## src/rtl/s_axi4l_reg_bank_pkg.sv

```systemverilog
// s_axi4l_reg_bank_pkg: register indices, response codes and reset values for s_axi4l_reg_bank.
package s_axi4l_reg_bank_pkg;
    localparam int unsigned REG_CTRL     = 0;
    localparam int unsigned REG_IRQ_EN   = 1;
    localparam int unsigned REG_IRQ_STAT = 2;
    localparam int unsigned REG_STATUS   = 3;

    localparam logic [1:0] RESP_OKAY   = 2'b00;
    localparam logic [1:0] RESP_SLVERR = 2'b10;

    localparam logic [63:0] CTRL_RST     = '0;
    localparam logic [63:0] IRQ_EN_RST   = '0;
    localparam logic [63:0] IRQ_STAT_RST = '0;
endpackage

```

## src/rtl/s_axi4l_reg_bank.sv

```systemverilog
// s_axi4l_reg_bank: 4-word register bank (CTRL, IRQ_EN, IRQ_STAT W1C, STATUS RO) with a one-deep read response.
// Define REG_BANK_SLVERR_EN to answer misaligned accesses with SLVERR and flag dropped writes on o_wr_err.
module s_axi4l_reg_bank
    import s_axi4l_reg_bank_pkg::*;
#(
    parameter int AXI_DATA_WIDTH = 32,
    parameter int AXI_ADDR_WIDTH = 4
) (
    input  logic                      i_axi_clock,
    input  logic                      i_axi_reset,
    input  logic [AXI_ADDR_WIDTH-1:0] i_waddr,
    input  logic [AXI_DATA_WIDTH-1:0] i_wdata,
    input  logic                      i_wvalid,
    input  logic [AXI_ADDR_WIDTH-1:0] i_raddr,
    input  logic                      i_rvalid,
    output logic                      o_rready,
    output logic [AXI_DATA_WIDTH-1:0] o_rdata,
    output logic [1:0]                o_rresp,
    output logic                      o_rdata_valid,
    input  logic                      i_rdata_ready,
    output logic [AXI_DATA_WIDTH-1:0] o_ctrl,
    input  logic [AXI_DATA_WIDTH-1:0] i_status,
    input  logic [AXI_DATA_WIDTH-1:0] i_irq_set,
    output logic                      o_irq,
    output logic                      o_wr_err
);
    localparam int IW = AXI_ADDR_WIDTH - 2;
    typedef logic [AXI_DATA_WIDTH-1:0] word_t;

    word_t      ctrl_q, ctrl_d, irq_en_q, irq_en_d, irq_stat_q, irq_stat_d;
    word_t      rdata_q, rdata_d, rd_word, clr;
    logic [1:0] rresp_q, rresp_d;
    logic       wvalid_q, wvalid_d, wr_block_q, wr_block_d, rvalid_q, rvalid_d;
    logic       irq_q, irq_d, wr_err_q, wr_err_d;
    logic       wr_fire, wr_bad, wr_ok, rd_bad, rd_accept;
    logic [IW-1:0] widx, ridx;

`ifndef REG_BANK_SLVERR_EN
    logic unused_addr_lsbs;
    assign unused_addr_lsbs = ^{i_waddr[1:0], i_raddr[1:0]};
`endif

    assign o_rready = ~rvalid_q | i_rdata_ready;

    always_comb begin
        widx = i_waddr[AXI_ADDR_WIDTH-1:2];
        ridx = i_raddr[AXI_ADDR_WIDTH-1:2];
        // wr_block_q holds off a write whose i_wvalid was already high across reset
        wr_fire = i_wvalid & ~wvalid_q & ~wr_block_q;
`ifdef REG_BANK_SLVERR_EN
        wr_bad = wr_fire & ((i_waddr[1:0] != 2'b00) | (widx == IW'(REG_STATUS)));
        rd_bad = i_raddr[1:0] != 2'b00;
`else
        wr_bad = 1'b0;
        rd_bad = 1'b0;
`endif
        wr_ok      = wr_fire & ~wr_bad;
        clr        = (wr_ok && widx == IW'(REG_IRQ_STAT)) ? i_wdata : '0;
        ctrl_d     = (wr_ok && widx == IW'(REG_CTRL)) ? i_wdata : ctrl_q;
        irq_en_d   = (wr_ok && widx == IW'(REG_IRQ_EN)) ? i_wdata : irq_en_q;
        irq_stat_d = (irq_stat_q & ~clr) | i_irq_set;
        irq_d      = |(irq_stat_q & irq_en_q);
        wr_err_d   = wr_bad;
        wr_block_d = wr_block_q & i_wvalid;
        wvalid_d   = i_wvalid;
        rd_word    = (ridx == IW'(REG_CTRL))     ? ctrl_q     :
                     (ridx == IW'(REG_IRQ_EN))   ? irq_en_q   :
                     (ridx == IW'(REG_IRQ_STAT)) ? irq_stat_q :
                     (ridx == IW'(REG_STATUS))   ? i_status   : '0;
        rd_accept  = i_rvalid & o_rready;
        rdata_d    = rd_accept ? (rd_bad ? '0 : rd_word) : rdata_q;
        rresp_d    = rd_accept ? (rd_bad ? RESP_SLVERR : RESP_OKAY) : rresp_q;
        rvalid_d   = rd_accept | (rvalid_q & ~i_rdata_ready);
    end

    always_ff @(posedge i_axi_clock) begin
        if (i_axi_reset) begin
            ctrl_q     <= word_t'(CTRL_RST);
            irq_en_q   <= word_t'(IRQ_EN_RST);
            irq_stat_q <= word_t'(IRQ_STAT_RST);
            rdata_q    <= '0;
            rresp_q    <= RESP_OKAY;
            rvalid_q   <= 1'b0;
            irq_q      <= 1'b0;
            wr_err_q   <= 1'b0;
            wvalid_q   <= 1'b0;
            wr_block_q <= i_wvalid;
        end else begin
            ctrl_q     <= ctrl_d;
            irq_en_q   <= irq_en_d;
            irq_stat_q <= irq_stat_d;
            rdata_q    <= rdata_d;
            rresp_q    <= rresp_d;
            rvalid_q   <= rvalid_d;
            irq_q      <= irq_d;
            wr_err_q   <= wr_err_d;
            wvalid_q   <= wvalid_d;
            wr_block_q <= wr_block_d;
        end
    end

    assign o_ctrl        = ctrl_q;
    assign o_rdata       = rdata_q;
    assign o_rresp       = rresp_q;
    assign o_rdata_valid = rvalid_q;
    assign o_irq         = irq_q;
    assign o_wr_err      = wr_err_q;
endmodule
```

## config.mk

```make
export PLATFORM = sky130hd
export DESIGN_NAME = s_axi4l_reg_bank
export DESIGN_NICKNAME = d
export VERILOG_FILES = /design/src/rtl/s_axi4l_reg_bank_pkg.sv /design/src/rtl/s_axi4l_reg_bank.sv
export SDC_FILE = /design/constraint.sdc
export NUM_CORES = 1
export LEC_CHECK = 0
export BUFFER_PORTS_ARGS = -buffer_cell sky130_fd_sc_hd__buf_2
export CORE_ASPECT_RATIO = 0.8
export CORE_MARGIN = 4
export CORE_UTILIZATION = 40
export DETAILED_ROUTE_END_ITERATION = 8
export PLACE_DENSITY = 0.64
export SYNTH_ARGS = -nofsm -noshare
export SYNTH_HDL_FRONTEND = slang
export SYNTH_SLANG_ARGS = --single-unit
export TNS_END_PERCENT = 30
```

## constraint.sdc

```tcl
create_clock -name i_axi_clock -period 3.2 [get_ports i_axi_clock]
set_input_delay 0.32 -clock i_axi_clock [delete_from_list [all_inputs] [get_ports i_axi_clock]]
set_output_delay 0.32 -clock i_axi_clock [all_outputs]
set_load 0.03 [all_outputs]
```

Word level (Yosys, flattened, before mapping):

Cells that the tools add are included.

* output and inout bits: 70
* word-level logic and storage cells: 40
* bits of input ports: 109
* flip-flop bits (word level): 132

* multiplexer cells: 6
* equality and inequality tests: 5
* bitwise logic cells: 15
* reduce and logical (&&, ||, !) cells: 6

Operator list (number)
* 32-bit 2-to-1 mux: 5
* 32-bit AND: 2
* 32-bit NOT: 1
* 32-bit OR: 1
* 32-bit OR reduction: 1
* 2-bit equality test (second input constant): 3
* 1-bit AND: 5
* 2-bit by 1-bit equality test with 1-bit output (second input constant): 2
* 2-bit logical NOT: 2
* 1-bit NOT: 4
* 1-bit logical AND: 3
* 1-bit OR: 2
* 1-bit 2-to-1 mux: 1

Depth between registers and ports, before layout:

Gate-level depths: netlist of the first run.

* depth after elaboration: 8
* gate-level depth with buffers: 5
* mapped depth without buffers: 4

Worst setup path after synthesis of the first run:

Ideal clock, no wire load.

* path kind: flip-flop to flip-flop
* from: reg rvalid_q, in the netlist o_rdata_valid
* to: reg rdata_q[23], in the netlist o_rdata[23]
* stages on the path, launching flop included: 6
* setup time: 0.132 ns
* arrival time: 1.553 ns
* setup slack: 1.514 ns
* required time: 3.068 ns
* cell sequence: dfxtp_1 > nor2b_1 > clkinv_1 > clkbuf_1 > nand3_1 > a21oi_1

* longest elaborated chain between the ends: 3

RTL lines
* start: declaration: RTL line s_axi4l_reg_bank.sv:33 `logic wvalid_q, wvalid_d, wr_block_q, wr_block_d, rvalid_q, rvalid_d;`
* start signal: assignment: RTL line s_axi4l_reg_bank.sv:94 `rvalid_q <= rvalid_d;`
* 1-bit NOT: RTL line s_axi4l_reg_bank.sv:43 `assign o_rready = ~rvalid_q | i_rdata_ready;`
* 1-bit OR: RTL line s_axi4l_reg_bank.sv:43
* net o_rready: RTL line s_axi4l_reg_bank.sv:16 `output logic o_rready,`
* 1-bit AND: RTL line s_axi4l_reg_bank.sv:70 `rd_accept = i_rvalid & o_rready;`
* end signal: assignment: RTL line s_axi4l_reg_bank.sv:92 `rdata_q <= rdata_d;`
* end: declaration: RTL line s_axi4l_reg_bank.sv:31 `word_t rdata_q, rdata_d, rd_word, clr;`

The timed path passes the listed nets, and every way through them passes these cells.
A chain may end at the register's enable or synchronous reset.

Worst setup path after layout of the first run:

* from: reg rvalid_q, in the netlist o_rdata_valid
* to: out o_rready

* longest elaborated chain between the ends: 2

RTL lines (RTL line)
* 1-bit NOT: s_axi4l_reg_bank.sv:43
* 1-bit OR: s_axi4l_reg_bank.sv:43
* end: declaration: s_axi4l_reg_bank.sv:16

Every way passes these cells.

==> results by group, run 1 <==
Final layout
  – Most frequent cells in the layout: 170 x buf_2, 132 x dfxtp_1, 129 x a21oi_1, 96 x nand3_1, 66 x inv_1
  – Net count reported at finish: 930
  – Antenna Cells: 0
  – Share of cells above drive strength 1: between 30 and 40%
  – Area of the multi-input gates: just under 3000 sq um
  – Post-layout util: about 50%
  – Fillers: 1,484
  – Area Growth Syn to Fin: 22.9%
  – Register Area: ~2600 sq um
  – Commonest non-fill, non-tap cell in the layout: buf_2

STA
  – Hold slack: roughly 0.14 ns
  – Final Max Tran Viols: 0
  – Count of final setup violators: 0
  – Fin Setup TNS: 0 ns
  – Slew @ Worst Pin: 1.15 ns
  – Final Hold Fails: 0
  – Fin crit share: slightly below 70%
  – FMAX: between 0.4 and 0.5 GHz
  – Tmin final: ~2.2 ns
  – Clock Skews: ~0.0059 ns
  – RSZ-0062 raised after global routing: false
  – Max_slew headroom: a little under a quarter

Power and ir drop
  – VDD IR max: around 350 uV
  – Combinational Power Share: a little over an eighth
  – Clk network pwr share: 44.0%
  – Switch share: between 20% and 30%
  – Internal power: 3.05 mW
  – P_leak: ~3.2 nW
  – Pwr/cell area: approximately 540 nW/um^2
  – Sequential share of power: a little over two fifths
  – Sw Pwr: between 1 and 1.5 mW

GRT
  – Pin count of the biggest net entering global routing: 84
  – Vias in the first global route: 5,466
  – Tot GR Track Use: between 20 and 25%
  – Antenna violations before repair: 0
  – Congestion Overflow GR: 0
  – First-pass GRT wire length: around 31,000 um

Clock network
  – H-tree Lvls: 4
  – CTS Buf Count: 17
  – Post-CTS Hold Fix Bufs: 0
  – CTS clock-pin slew for the worst setup and hold paths: around 0.050 ns
  – CTS Root Cell: clkbuf_16
  – CTS tree: yes
  – Clock sinks: 132
  – Resized cells post-CTS: 0
  – Clk_lat worst skew: around 0.41 ns
  – Setup bufs post-CTS: 0
  – Clock tree buffer depth: 2

Synth
  – Cell area after synthesis: 6190 sq um
  – Number of synthesized flops with an enable pin: 0
  – Synth Area per Inst: ~9.0 sq um
  – Seq/Total Area, Yosys: between 40% and 50%
  – Synthesized instance count: 687
  – Flops & latches, synth: 132
  – Yosys Warn Count: 0
  – Cell variety after synth: 27
  – Ys async rst share: 0%
  – Primary FF master, synth: dfxtp_1

Route
  – Via density: ~5.6
  – Routed WL: 20,100 um
  – Drt wl/cell: around 19 um
  – Total number of vias: approximately 5,800
  – Iteration-0 DRC Markers: between 600 and 700
  – First-pass DRT Iterations: 5
  – # DRC: 0
  – Post-DRT Antenna Nets: 0

Floorplan
  – Die area: approximately 18,000 sq um
  – Initial core utilization: around two fifths
  – I/O pin cnt: roughly 180
  – Num rows: 40
  – Die width: 147 um
  – Die Y: 119 um
  – Core area: 15,100 sq um

Outcome
  – Status: finished clean

Hold path
  – HP Class: in -> reg
  – Worst hold path stage count: 3
  – WHS Endpoint: irq_stat_q[29]$_SDFF_PP0_
  – Worst hold start: i_irq_set[29]

Worst setup path
  – Worst Setup End Kind: output pin
  – Critical R2R Capture: o_ctrl[13]$_SDFFE_PP0P_
  – Setup Crit Path Kind: reg -> out
  – Worst setup SP type: flop
  – Worst-path maximum fanout: 19
  – Worst Setup SP: o_rdata_valid$_SDFF_PP0_
  – Worst EP required: 2.88 ns
  – Worst R2R Path Depth: 4
  – Reg2Reg Launch Point: wvalid_q$_SDFF_PP0_
  – Critical Path AT: around 1.9 ns
  – R2r setup slk: 1.31 ns

Place
  – DPL Wire Length: around 14,000 um
  – I/O Buffers: between 150 and 200
  – Routability cong.: around 0.82

Run
  – Max-cap violations: 0
==> power groups by stage <==
stage / Clock (mW) / Sequential, mW / Combinational, mW
finish: 1.81 / 1.77 / 0.539
detailed placement: 0 / 1.81 / 0.537
global placement: 0 / 1.81 / 0.533
floorplan: 0 / 1.85 / 0.304
CTS: 1.85 / 1.77 / 0.539
global route: 1.92 / 1.78 / 0.584
==> synthesized netlist by cell type, drive strengths merged, types with 4 or more instances <==
| master | instances | share of area (%) |
|---|---|---|
| a22oi | 16 | 1.9 |
| o31ai | 32 | 5.2 |
| dfxtp | 132 | 43 |
| nand3 | 96 | 7.8 |
| buf | 38 | 4.4 |
| nand4 | 4 | 0.40 |
| a21oi | 129 | 10 |
| o21ai | 96 | 8.2 |
| mux4 | 32 | 12 |
| inv | 66 | 4.0 |
| clkbuf | 35 | 2.1 |
==> flip-flops by register name, indices dropped and copies added (netlist names) <==
name           cells
irq_en_q          32
irq_stat_q        32
o_ctrl            32
o_rdata           32
o_irq              1
o_rdata_valid      1
wr_block_q         1
wvalid_q           1
==> kinds of logic after synthesis <==
| logic type | share of synthesized area (%) |
|---|---|
| AOI/OAI and AO/OA | 26.0 |
| buffers and inverters | 10.7 |
| DFF | 42.7 |
| and+or+nand+nor | 8.91 |
| muxes | 11.6 |
| other | 0.0606 |
==> how the worst max path moves through the flow <==
stage,endpoint,slack [ns],cells past startpoint
floorplan,o_rdata[23]$_SDFFE_PP0P_,1.51,5
global placement,o_rdata[4]$_SDFFE_PP0P_,1.16,5
detailed placement,o_rdata[7]$_SDFFE_PP0P_,1.13,5
CTS,o_rready,0.95,3
global route,o_rready,0.93,3
finish,o_rready,0.99,3
==> routing by layer <==
metal	vias up	part of all wire, %	GRT usage [%]
met3	23	9.4	5.82
met4	0	1.1	5.70
met2	268	45	34.0
li1	2756	-	-
met5	-	0	0
met1	2754	45	32.9
==> critical path: stages, from the launching register on <==
cell and delay (ns):
dfxtp_1 0.36, nor2b_2 0.17, clkinv_1 0.54, buf_2 0.41
==> per-stage QoR <==
step / worst slack (ns) / instances / cell area, sq um / total power, mW
finish: 0.991 / 1042 / 7610 / 4.13
global route: 0.931 / 1042 / 7610 / 4.28
CTS: 0.949 / 1042 / 7610 / 4.16
detailed placement: 1.13 / 1012 / 7060 / 2.34
global placement: 1.16 / 1012 / 7060 / 2.34
floorplan: 1.51 / 689 / 6200 / 2.15
==> area by class of cell <==
class                   instances  area share, %
inverters                      68           3.35
well taps                     210           3.45
multi-input cells             416           38.2
clock buffers                  25           6.51
flip-flops and latches        132           34.7
repair buffers                186           13.1
clock inverters                 5          0.658
Note: power is estimated with default switching activity, not from simulation.
==> run 2: changes to the inputs <==
PLACE_DENSITY = 0.67   (was 0.64)
clock period = 1.8 ns   (was 3.2 ns; I/O delays follow)
==> run 2 against run 1 <==
  * Sequential cell count stayed put
  * Largest cell class unchanged
  * Register-to-register slack worse by 1.2 ns
  * Cell count is 2.6% higher
==> results by group, run 2 (synthesis gave the netlist of run 1 again) <==
Worst setup path
  – Worst EP required: 2.10 ns (-0.78 ns)
  – Setup Crit Path Kind: reg -> reg
  – Critical R2R Capture: irq_en_q[4]$_SDFFE_PP0P_
  – Reg2Reg Launch Point: wvalid_q$_SDFF_PP0_
  – Count of buffer and inverter cells on the critical path: 1 (-1)
  – Worst-path maximum fanout: 64 (+45)
  – Delay-heaviest family, CP: simple AND/OR/NAND/NOR gates
  – Slowest stage delay, CP: 0.71 ns (+0.17 ns)
  – Worst R2R Path Depth: 4 (unchanged)
  – Critical Path AT: 1.98 ns (+0.09 ns)
  – CP max-delay cell: or4b_2
  – CP cell instances: or4b_2 > buf_12 > o21ai_1 > a21oi_1
  – Worst Setup End Kind: flop
  – R2r setup slk: 0.12 ns (-1.19 ns)
  – Worst setup SP type: flop

Floorplan
  – I/O pin cnt: 179 (unchanged)
  – Core area: 15,100 sq um (unchanged)
  – Die width: 147 um (unchanged)
  – Num rows: 40 (unchanged)
  – Initial core utilization: 41.0% (unchanged)
  – Die area: 17,500 sq um (unchanged)
  – Die Y: 119 um (unchanged)

Clock network
  – CTS clock-pin slew for the worst setup and hold paths: 0.06 ns (about the same)
  – Clk_lat worst skew: 0.42 ns (about the same)
  – CTS Buf Count: 17 (unchanged)
  – CTS Root Cell: clkbuf_16
  – H-tree Lvls: 4 (unchanged)
  – Clock tree buffer depth: 2 (unchanged)
  – Clock sinks: 132 (unchanged)
  – CTS tree: yes
  – Setup bufs post-CTS: 0 (unchanged)

Final layout
  – Fillers: 1,452 (-2.2%)
  – Antenna Cells: 0 (unchanged)
  – Share of cells above drive strength 1: 32.2% (-0.57 points)
  – Commonest non-fill, non-tap cell in the layout: buf_2
  – Most frequent cells in the layout: 170 x buf_2, 132 x dfxtp_1, 129 x a21oi_1, 96 x nand3_1, 66 x inv_1
  – Final instance area: 7920 sq um (+4.0%)
  – Net count reported at finish: 956 (+2.8%)
  – Area Growth Syn to Fin: 27.9%

STA
  – Max_slew headroom: 61.9% (+39 points)
  – FMAX: a little under 0.6 GHz
  – Slew @ Worst Pin: 0.572 ns (-0.579 ns)
  – Fin crit share: 93.6%
  – Final Max Tran Viols: 0 (unchanged)
  – Fin Setup TNS: 0 ns (unchanged)
  – Count of final setup violators: 0 (unchanged)
  – Clock Skews: 0.00769 ns (+0.00182 ns)
  – Final Hold Fails: 0 (unchanged)
  – RSZ-0062 raised after global routing: false
  – Tmin final: between 1.5 and 2 ns

Power and ir drop
  – Sequential share of power: 42.6% (-0.4 points)
  – VDD IR max: 661 uV (+89%)
  – Clk network pwr share: 43.7% (-0.3 points)
  – Sw Pwr: 1.95 mW (+81%)
  – Pwr/cell area: 935 nW/um^2 (+72%)
  – Internal power: 5.45 mW (+79%)
  – Combinational Power Share: 13.8% (+0.7 points)
  – Switch share: 26.3% (+0.31 points)
  – P_leak: 3.30 nW (+4.2%)

Outcome
  – Status: finished clean

Route
  – Total number of vias: 5,846 (+0.78%)
  – Drt wl/cell: 18.8 um (-2.8%)
  – Iteration-0 DRC Markers: 512 (-20%)
  – # DRC: 0 (unchanged)
  – Post-DRT Antenna Nets: 0 (unchanged)
  – Via density: 5.47 (-1.8%)
  – Routed WL: 20,100 um (-0.27%)
  – First-pass DRT Iterations: 5 (unchanged)

GRT
  – GRT Max-Usage Layer: met2
  – First-pass GRT wire length: 31,600 um (+0.68%)
  – GRT met1 Usage: 32.6% (-0.25 points)
  – Vias in the first global route: 5,617 (+2.8%)
  – Congestion Overflow GR: 0 (unchanged)
  – Met2 Use GR: 34.3% (+0.32 points)
  – Antenna violations before repair: 0 (unchanged)
  – Pin count of the biggest net entering global routing: 65 (-23%)
  – Tot GR Track Use: 22.8% (+0.077 points)
  – Met3 GRT Util: 6.01% (+0.19 points)

Hold path
  – HP Class: in -> reg
  – WHS Endpoint: irq_stat_q[12]$_SDFF_PP0_
  – Worst hold path stage count: 3 (unchanged)
  – Worst hold start: i_irq_set[12]

Place
  – I/O Buffers: 171 (unchanged)
  – DPL Wire Length: 13,300 um (-1.5%)
  – Placed cell area: 7160 sq um (+1.4%)
  – Routability cong.: 0.833 (+0.97%)

Run
  – Max-cap violations: 0 (unchanged)
-- run 2: cell count changes in the layout (fill, tap and decap cells not counted), sizes merged --
cell / delta
clkbuf: +1
buf: +5
dlygate4sd3: +21
-- run 2: routing by layer --
metal / vias to the layer above / part of all wire (%)
met1: 2782 / 46
met5: - / 0
met3: 15 / 8.1
li1: 2809 / -
met2: 240 / 45
met4: 0 / 0.91
-- run 2: how the worst max path moves through the flow --
stage	startpoint	to	slack (ns)	depth (start not counted)
after floorplan	o_rdata_valid$_SDFF_PP0_	o_rdata[23]$_SDFFE_PP0P_	0.11	5
after global placement	wvalid_q$_SDFF_PP0_	irq_en_q[30]$_SDFFE_PP0P_	0.16	4
after detailed placement	wvalid_q$_SDFF_PP0_	o_ctrl[31]$_SDFFE_PP0P_	0.14	4
after CTS	o_rdata_valid$_SDFF_PP0_	o_rready	0.05	4
after global routing	wvalid_q$_SDFF_PP0_	irq_en_q[30]$_SDFFE_PP0P_	0.04	4
final	wvalid_q$_SDFF_PP0_	irq_en_q[4]$_SDFFE_PP0P_	0.12	4
-- run 2: power groups by stage --
stage	clock network, mW	registers [mW]	logic, mW
final	3.23	3.15	1.02
after global routing	3.40	3.16	1.10
after CTS	3.27	3.15	1.02
after detailed placement	0	3.21	0.978
after global placement	0	3.21	0.966
after floorplan	0	3.28	0.541
-- run 2: what timing repair did --
item | in CTS | in global routing
hold buffers | 21 | 0
setup endpoints to repair | 0 | 1
resized for setup | 0 | 1
endpoints found under the hold margin | 21 | 0
-- run 2: worst min-delay path, cell delays in order --
cell and delay (ns):
buf_2 0.11, inv_1 0.04, a21oi_1 0.05
-- run 2: per-stage QoR --
step	cells	hold slack (ns)	power [mW]	worst slack (ns)	util (%)
2_1_floorplan	689	0.298	3.82	0.114	-
3_3_place_gp	1017	0.416	4.17	0.162	47.4
3_5_place_dp	1017	0.420	4.19	0.139	47.4
4_1_cts	1069	0.00171	7.43	0.0458	52.4
5_1_grt	1069	0.0101	7.67	0.0358	52.4
6_report	1069	0.0149	7.40	0.116	52.4
-- run 2: area by class of cell --
cell class	count	area, sq um	share of cell area (%)
repair buffers	212	1310	16.5
clock inverters	5	50.0	0.632
clock buffers	26	489	6.18
flip-flops and latches	132	2640	33.4
multi-input cells	416	2910	36.7
well taps	210	263	3.32
inverters	68	255	3.22
